File: src/rtl/shifter_pkg.sv
// Shared mode encodings and stage-partitioning helpers for the pipelined shifter.
// Modes 000-010 keep the legacy 2-bit shifter encoding, zero-extended.
package shifter_pkg;

    typedef logic [2:0] mode_t;

    localparam mode_t SH_SRL = 3'b000;
    localparam mode_t SH_SLL = 3'b001;
    localparam mode_t SH_SRA = 3'b010;
    localparam mode_t SH_ROR = 3'b011;
    localparam mode_t SH_ROL = 3'b100;

    // Binary steps handled by stage idx; earlier stages absorb the remainder.
    function automatic int steps_in_stage(input int shw, input int stages, input int idx);
        return shw / stages + ((idx < shw % stages) ? 1 : 0);
    endfunction

    // Index of the first binary step handled by stage idx.
    function automatic int first_step(input int shw, input int stages, input int idx);
        int lo;
        lo = 0;
        for (int i = 0; i < idx; i++) begin
            lo += steps_in_stage(shw, stages, i);
        end
        return lo;
    endfunction

endpackage

File: src/rtl/pipelined_shifter_if.sv
// Valid/ready bundle for the pipelined shifter: operation in, result out.
// master = producer/consumer around the block, slave = the shifter itself.
interface pipelined_shifter_if
    import shifter_pkg::*;
#(
    parameter int WIDTH = 32,
    parameter int TAG_W = 5
);
    localparam int SHW = $clog2(WIDTH);

    logic             in_valid;
    logic             in_ready;
    logic [WIDTH-1:0] in_a;
    logic [SHW-1:0]   in_shamt;
    mode_t            in_mode;
    logic [TAG_W-1:0] in_tag;

    logic             out_valid;
    logic             out_ready;
    logic [WIDTH-1:0] out_r;
    logic [TAG_W-1:0] out_tag;
    logic             out_zero;

    modport master (
        output in_valid, in_a, in_shamt, in_mode, in_tag, out_ready,
        input  in_ready, out_valid, out_r, out_tag, out_zero
    );

    modport slave (
        input  in_valid, in_a, in_shamt, in_mode, in_tag, out_ready,
        output in_ready, out_valid, out_r, out_tag, out_zero
    );

endinterface

File: src/rtl/shift_stage.sv
// Combinational slice of the shifter: applies binary steps LO..HI, where step k
// moves the operand by 2^k positions when amt[k] is set.
module shift_stage
    import shifter_pkg::*;
#(
    parameter int WIDTH = 32,
    parameter int LO    = 0,
    parameter int HI    = 0
) (
    input  logic [WIDTH-1:0] a,
    input  logic [HI:LO]     amt,
    input  mode_t            mode,
    output logic [WIDTH-1:0] r
);

    // NOTE: blocking assignments chain each step onto the previous one, and the
    // default assignment of d before the loop keeps this block latch-free.
    logic [WIDTH-1:0] d;

    always_comb begin
        d = a;
        for (int k = LO; k <= HI; k++) begin
            if (amt[k]) begin
                case (mode)
                    SH_SRL:  d = d >> (1 << k);
                    SH_SLL:  d = d << (1 << k);
                    // The MSB survives every arithmetic step, so it is still the original sign.
                    SH_SRA:  d = $signed(d) >>> (1 << k);
                    SH_ROR:  d = (d >> (1 << k)) | (d << (WIDTH - (1 << k)));
                    SH_ROL:  d = (d << (1 << k)) | (d >> (WIDTH - (1 << k)));
                    default: d = d;
                endcase
            end
        end
    end

    assign r = d;

endmodule

File: src/rtl/pipelined_shifter.sv
// Pipelined logical/arithmetic/rotate shifter with a tag sideband and a
// whole-pipe stall: every stage advances together or holds together.
module pipelined_shifter
    import shifter_pkg::*;
#(
    parameter int WIDTH       = 32,
    parameter int PIPE_STAGES = 2,
    parameter int TAG_W       = 5
) (
    input logic                clk,
    input logic                rst_n,
    pipelined_shifter_if.slave bus
);

    localparam int SHW  = $clog2(WIDTH);
    localparam int LAST = PIPE_STAGES - 1;

    logic             advance;

    logic             v_in    [PIPE_STAGES];
    logic [WIDTH-1:0] d_in    [PIPE_STAGES];
    logic [SHW-1:0]   sh_in   [PIPE_STAGES];
    mode_t            mode_in [PIPE_STAGES];
    logic [TAG_W-1:0] tag_in  [PIPE_STAGES];
    logic [WIDTH-1:0] d_out   [PIPE_STAGES];

    logic             v_q     [PIPE_STAGES];
    logic [WIDTH-1:0] d_q     [PIPE_STAGES];
    logic [SHW-1:0]   sh_q    [PIPE_STAGES];
    mode_t            mode_q  [PIPE_STAGES];
    logic [TAG_W-1:0] tag_q   [PIPE_STAGES];

    // A full output slot that is not being taken blocks the whole pipe.
    assign advance      = !v_q[LAST] || bus.out_ready;
    assign bus.in_ready = advance;

    for (genvar s = 0; s < PIPE_STAGES; s++) begin : g_stage
        localparam int LO = first_step(SHW, PIPE_STAGES, s);
        localparam int HI = LO + steps_in_stage(SHW, PIPE_STAGES, s) - 1;

        if (s == 0) begin : g_head
            assign v_in[s]    = bus.in_valid;
            assign d_in[s]    = bus.in_a;
            assign sh_in[s]   = bus.in_shamt;
            assign mode_in[s] = bus.in_mode;
            assign tag_in[s]  = bus.in_tag;
        end else begin : g_body
            assign v_in[s]    = v_q[s-1];
            assign d_in[s]    = d_q[s-1];
            assign sh_in[s]   = sh_q[s-1];
            assign mode_in[s] = mode_q[s-1];
            assign tag_in[s]  = tag_q[s-1];
        end

        shift_stage #(
            .WIDTH (WIDTH),
            .LO    (LO),
            .HI    (HI)
        ) u_stage (
            .a    (d_in[s]),
            .amt  (sh_in[s][HI:LO]),
            .mode (mode_in[s]),
            .r    (d_out[s])
        );
    end

    // NOTE: state is updated only with non-blocking assignments, and every stage
    // register is a real flop with a reset value, so no X ever reaches the outputs.
    always_ff @(posedge clk or negedge rst_n) begin
        if (!rst_n) begin
            for (int i = 0; i < PIPE_STAGES; i++) begin
                v_q[i]    <= 1'b0;
                d_q[i]    <= '0;
                sh_q[i]   <= '0;
                mode_q[i] <= SH_SRL;
                tag_q[i]  <= '0;
            end
        end else if (advance) begin
            for (int i = 0; i < PIPE_STAGES; i++) begin
                v_q[i]    <= v_in[i];
                d_q[i]    <= d_out[i];
                sh_q[i]   <= sh_in[i];
                mode_q[i] <= mode_in[i];
                tag_q[i]  <= tag_in[i];
            end
        end
    end

    assign bus.out_valid = v_q[LAST];
    assign bus.out_r     = d_q[LAST];
    assign bus.out_tag   = tag_q[LAST];
    assign bus.out_zero  = (d_q[LAST] == '0);

endmodule

File: src/flat_wrapper.sv
// flat-port wrapper written by rule: the top's interface ports become plain ports
module pipelined_shifter_flat import shifter_pkg::*;
#(
    parameter int WIDTH       = 32,
    parameter int PIPE_STAGES = 2,
    parameter int TAG_W       = 5
)
  (clk, rst_n, bus_in_valid, bus_in_a, bus_in_shamt, bus_in_mode, bus_in_tag, bus_out_ready, bus_in_ready, bus_out_valid, bus_out_r, bus_out_tag, bus_out_zero);
  pipelined_shifter_if #(.WIDTH(WIDTH), .TAG_W(TAG_W)) bus_i ();
  input logic clk;
  input logic rst_n;
  input wire logic [$bits(bus_i.in_valid)-1:0] bus_in_valid;
  input wire logic [$bits(bus_i.in_a)-1:0] bus_in_a;
  input wire logic [$bits(bus_i.in_shamt)-1:0] bus_in_shamt;
  input wire logic [$bits(bus_i.in_mode)-1:0] bus_in_mode;
  input wire logic [$bits(bus_i.in_tag)-1:0] bus_in_tag;
  input wire logic [$bits(bus_i.out_ready)-1:0] bus_out_ready;
  output wire logic [$bits(bus_i.in_ready)-1:0] bus_in_ready;
  output wire logic [$bits(bus_i.out_valid)-1:0] bus_out_valid;
  output wire logic [$bits(bus_i.out_r)-1:0] bus_out_r;
  output wire logic [$bits(bus_i.out_tag)-1:0] bus_out_tag;
  output wire logic [$bits(bus_i.out_zero)-1:0] bus_out_zero;
  assign bus_i.in_valid = bus_in_valid;
  assign bus_i.in_a = bus_in_a;
  assign bus_i.in_shamt = bus_in_shamt;
  assign bus_i.in_mode = bus_in_mode;
  assign bus_i.in_tag = bus_in_tag;
  assign bus_i.out_ready = bus_out_ready;
  assign bus_in_ready = bus_i.in_ready;
  assign bus_out_valid = bus_i.out_valid;
  assign bus_out_r = bus_i.out_r;
  assign bus_out_tag = bus_i.out_tag;
  assign bus_out_zero = bus_i.out_zero;
  pipelined_shifter #(.WIDTH(WIDTH), .PIPE_STAGES(PIPE_STAGES), .TAG_W(TAG_W)) u_core (.clk(clk), .rst_n(rst_n), .bus(bus_i));
endmodule
File: config.mk
export PLATFORM = sky130hd
export DESIGN_NAME = pipelined_shifter_flat
export DESIGN_NICKNAME = d
export VERILOG_FILES = /design/src/rtl/shifter_pkg.sv /design/src/rtl/pipelined_shifter_if.sv /design/src/rtl/shift_stage.sv /design/src/rtl/pipelined_shifter.sv /design/src/flat_wrapper.sv
export SDC_FILE = /design/constraint.sdc
export NUM_CORES = 1
export LEC_CHECK = 0
export ABC_AREA = 0
export BUFFER_PORTS_ARGS = -buffer_cell sky130_fd_sc_hd__buf_2
export CORE_ASPECT_RATIO = 0.5
export CORE_MARGIN = 1.5
export CORE_UTILIZATION = 65
export CTS_CLUSTER_DIAMETER = 80
export DETAILED_ROUTE_END_ITERATION = 8
export PLACE_DENSITY = 0.95
export SLEW_MARGIN = 30
export SYNTH_ARGS = -nofsm -noshare
export SYNTH_HDL_FRONTEND = slang
export SYNTH_HIERARCHICAL = 1
export SYNTH_SLANG_ARGS = --single-unit
File: constraint.sdc
create_clock -name clk -period 4.9 [get_ports clk]
set_input_delay 0 -clock clk [delete_from_list [all_inputs] [get_ports clk]]
set_output_delay 0 -clock clk [all_outputs]
set_load 0.05 [all_outputs]
Yosys cells after proc, flatten, opt, wreduce, memory -nomap -nowiden
Index checks and enable logic that the tools add are counted.
- eq/ne operators: 8
- muxes and demuxes: 10
- bitwise gates (word level): 9
- reductions and logical operators: 6
- operators with widths (cell ; count):
    32-bit one-hot mux with 5 select lines ; 4
    32-bit two-way mux ; 5
    32-bit one-hot mux with 4 select lines ; 1
    32-bit logical NOT ; 1
    24-bit by 32-bit OR with 32-bit output ; 1
    28-bit by 32-bit OR with 32-bit output ; 1
    30-bit by 32-bit OR with 32-bit output ; 1
    31-bit by 32-bit OR with 32-bit output ; 1
    32-bit by 1-bit OR with 32-bit output ; 1
    32-bit by 16-bit OR with 32-bit output ; 1
    32-bit by 2-bit OR with 32-bit output ; 1
    32-bit by 4-bit OR with 32-bit output ; 1
    32-bit by 8-bit OR with 32-bit output ; 1
    3-bit by 2-bit == test with 1-bit output, second input constant ; 4
    3-bit by 1-bit == test with 1-bit output, second input constant ; 2
    3-bit == test, second input constant ; 2
    3-bit logical NOT ; 2
    2-bit OR reduction ; 1
    1-bit logical NOT ; 1
    1-bit logical OR ; 1
- register bits: 84
- input bits: 49
- output and inout port bits: 40

Logic depth before layout (Yosys ltp)
- depth in word-level cells: 9
- mapped depth: 11

By module
Netlist, hierarchy kept.
- modules (own cells, without submodules) (module ; instances ; cells each ; area each (um^2)):
    shift_stage (u_core.g_stage[0].u_stage) ; 1 ; 602 ; 3748.6
    pipelined_shifter ; 1 ; 183 ; 3487.1
    shift_stage (u_core.g_stage[1].u_stage) ; 1 ; 234 ; 1496.4

Least setup slack after synthesis
OpenSTA, ideal clock, no wires.
- kind: register to register
- from: register u_core.mode_q, in the netlist u_core/mode_in[2]
- to: register u_core.d_q, in the netlist u_core/bus.out_r[10]
- arrival time: 1685 ps
- setup slack: 3089 ps
- cell stages (with the launch flop): 8
- cells stage by stage: dfrtp_1 > buf_4 > inv_2 > and3_1 > buf_2 > a221oi_1 > o22ai_1 > mux2_4
- RTL lines (item ; RTL line ; RTL):
    start: declaration ; pipelined_shifter.sv:30 ; mode_t mode_q [PIPE_STAGES];
    start signal: indexed assignment ; pipelined_shifter.sv:83 ; mode_q[i] <= mode_in[i];
    end signal: indexed assignment ; pipelined_shifter.sv:81 ; d_q[i] <= d_out[i];
    end: declaration ; pipelined_shifter.sv:28 ; logic [WIDTH-1:0] d_q [PIPE_STAGES];

==> qor.yml <==
yosys:
  synth-main-ff-cell: "dfrtp_1"
  muxShareOfSynthArea_pct: 14.7
  synth-seq-cells: 81
  yosysWarnings: 6
  synth_xor_area_share_pct: 0.416
  synth_compound_area_share_pct: 33.1
  synth-edff-count: 0
  netlist_instances: 1019
  synth.distinct_cells: 89
  ys_seq_area_share_pct: 23.2
  yosys.area_share.simple_pct: 19.9
  syn_avg_cell_area_sq_um: 8.57
  async_reset_ff_share_pct: 100
  synth_top_family_by_area: "compound AO/OA/AOI/OAI gates"
  synth_fa_ha_area_share_pct: 0
  synth_fp_nets: 1068
  syn-cell-area_sq_um: 8730
clocking:
  clk_pin_slew_ps: 60
  cts.root.buffer_cell: "clkbuf_16"
  htree_levels: 3
  postCtsSetupBuffers: 0
  tritoncts: "yes"
  clk_latency_ps: 350
  clk_path_buf_depth: 2
  hold_buffers: 9
  ctsResizeCount: 0
  cts.sink_count: 81
  numCtsBuffers: 9
finish:
  mostFrequentLayoutCell: "buf_2"
  layout.cells.non_filler: 1216
  area_delta_synth_final_pct: 5.57
  drive_gt1_share_pct: 22.9
  fill_cells: 1012
  nets: 1090
  final_cell_mix: "87 x buf_2, 85 x o21ai_0, 81 x dfrtp_1"
routing:
  vias: 9481
  dr.pass1.iters: 7
  drc: 0
  wl_per_cell_um: 25.2
  routed_wl_um: 30700
  vias_per_cell: 7.80
  drtAntennaViolNets: 0
  drtIter0Drc: 1533
global_routing:
  grt_pass1_wl_um: 47500
  first_global_vias: 8361
  grt_max_degree: 82
  grtUsageTotal_pct: 42.5
  antenna_found_initial: 1
  grt.overflow.total: 0
pwr:
  p_clk_share_pct: 18.2
  pwr-share-comb_pct: 51.4
  power_density_nw_per_um2: 404
  p_sw_share_pct: 47.6
  p_sw_w: 0.00177
  intPower_w: 0.00195
  sequentialPowerShare_pct: 30.4
  vdd_ir_drop_max_mv: 0.204
  leakagePower_nw: 3.64
outcome:
  outcome: "finished, final reports clean"
timing:
  drv_slew: 0
  setup_viol: 0
  slew_headroom_pct: 31.0
  tightest_slew_ps: 1030
  hold_violations: 0
  finalSetupTns_ps: 0
  rsz0062_at_grt: "false"
  finClkSkew_ps: 13.7
  worst_slack_ps: 1770
  fmaxAchievable_mhz: 320
  period_share_pct: 63.8
  post-route-min-period_ps: 3130
run:
  maxCapViolations: 0
die:
  io_pins: 89
  rows: 29
  start_util_pct: 67.8
  fp.dieArea_sq_um: 14200
  fp.coreArea_sq_um: 12900
  die_h_um: 85.0
  die_w_um: 167
place:
  pre_cts_ws_ps: 1630
  portBuffers: 88
  hpwlAfterDp_um: 21300
  place_congestion: 1.05
  placed_cells: 1190
critical_path:
  crit_path_max_incr_delay_ps: 730
  crit_path_max_fanout: 47
  slowest_stage: "a2111oi_0"
  endpoint_kind: "flip-flop"
  crit_path_frequent_cell: "buf_4"
  start_kind: "primary input"
  path_buf_inv: 3
  crit_type: "in -> reg"
  cp_data_arrival_time_ps: 3350
  worstPathRequired_ps: 5120
  crit_family: "compound AO/OA/AOI/OAI gates"
  crit_chain: "buf_2 > buf_4 > buf_4 > nand2b_1 > o22ai_1 > a221o_1 > mux2i_1 > a2111oi_0 > a211oi_1 > mux2_4"
min_path:
  hold_path.class: "in -> reg"
[cell families (layout without fill, tap and decap cells)]
family	count (synthesis)	after routing
compound gates	411	411
simple gates	319	319
buf+inv	117	143
mux	89	89
flops	81	81
xor+xnor	2	2
other cells	0	1
[power by group through the flow]
stage / Clock, W / Combinational, W / Sequential (W)
6_report: 0.000678 / 0.00191 / 0.00113
3_3_place_gp: 0 / 0.00181 / 0.00110
4_1_cts: 0.000682 / 0.00186 / 0.00112
3_5_place_dp: 0 / 0.00185 / 0.00112
5_1_grt: 0.000708 / 0.00200 / 0.00115
2_1_floorplan: 0 / 0.00103 / 0.00148
[metal layers]
metal | GRT usage, % | vias to the layer above | share of wire [%]
li1 | - | 4028 | -
met5 | 0 | - | 0
met3 | 13.2 | 150 | 15
met2 | 62.3 | 870 | 41
met1 | 59.7 | 4433 | 41
met4 | 12.9 | 0 | 3.5
[metrics by stage]
step | hold slack (ps) | total power [W] | instance area, sq um | util [%]
2_1_floorplan | -296 | 0.00251 | 8730 | -
3_3_place_gp | 209 | 0.00292 | 8810 | 68.4
3_5_place_dp | 237 | 0.00297 | 8810 | 68.4
4_1_cts | 77.0 | 0.00366 | 9190 | 71.4
5_1_grt | 93.2 | 0.00386 | 9220 | 71.5
6_report | 90.7 | 0.00372 | 9220 | 71.6
[Yosys cell counts, types with 7 or more instances]
| library cell | instances | area, sq um |
|---|---|---|
| a211oi_1 | 20 | 150 |
| a21oi_1 | 70 | 350 |
| a221o_1 | 9 | 90.1 |
| a221oi_1 | 43 | 377 |
| a22oi_1 | 7 | 52.6 |
| a31oi_1 | 18 | 113 |
| and2_1 | 10 | 62.6 |
| buf_1 | 7 | 26.3 |
| buf_12 | 9 | 180 |
| buf_2 | 36 | 180 |
| buf_4 | 20 | 150 |
| clkbuf_1 | 24 | 90.1 |
| dfrtp_1 | 81 | 2030 |
| inv_1 | 13 | 48.8 |
| mux2_4 | 78 | 1170 |
| nand2_1 | 58 | 218 |
| nand2b_1 | 18 | 113 |
| nand3_1 | 14 | 70.1 |
| nand3b_1 | 8 | 60.1 |
| nor2_1 | 75 | 282 |
| nor2b_1 | 17 | 106 |
| nor3_1 | 44 | 220 |
| nor3b_1 | 34 | 255 |
| nor4_1 | 13 | 81.3 |
| o2111ai_1 | 8 | 70.1 |
| o211ai_1 | 9 | 67.6 |
| o21ai_0 | 85 | 425 |
| o221ai_1 | 11 | 96.3 |
| o22ai_1 | 41 | 257 |
| o32ai_1 | 10 | 87.6 |
[registers in the layout, summed over array words and instances, names as in the netlist]
register	cells
u_core/bus.out_r	32
u_core/bus.out_tag	5
u_core/bus.out_valid	1
u_core/d_in	32
u_core/mode_in	3
u_core/sh_in	2
u_core/tag_in	5
u_core/v_in	1
[layout make-up]
cell class | count | area, sq um | area share [%]
clock buffer | 10 | 239 | 2.59
inverter | 15 | 56.3 | 0.611
timing repair buffer | 113 | 669 | 7.26
tap | 170 | 213 | 2.31
multi-input combinational | 821 | 5960 | 64.6
sequential | 81 | 2030 | 22.0
antenna | 1 | 2.50 | 0.0271
clock inverter | 5 | 56.3 | 0.611
[path summary, 6_finish.rpt]
kind / slack [ps] / from / cells past startpoint / to
worst max-delay path: 1770 / bus_in_mode[2] / 10 / u_core/d_in[15]$_DFFE_PN0P_
worst min-delay path: 90 / bus_in_mode[1] / 2 / u_core/mode_in[1]$_DFFE_PN0P_
worst max register to register: 1980 / u_core/mode_in[1]$_DFFE_PN0P_ / 5 / u_core/bus.out_r[4]$_DFFE_PN0P_
worst min register to register: 510 / u_core/tag_in[4]$_DFFE_PN0P_ / 1 / u_core/tag_in[4]$_DFFE_PN0P_
max in group asynchronous: 4140 / rst_n / 2 / u_core/bus.out_tag[0]$_DFFE_PN0P_
min in group asynchronous: 280 / rst_n / 2 / u_core/d_in[15]$_DFFE_PN0P_
Power figures use the tool's default switching activity.
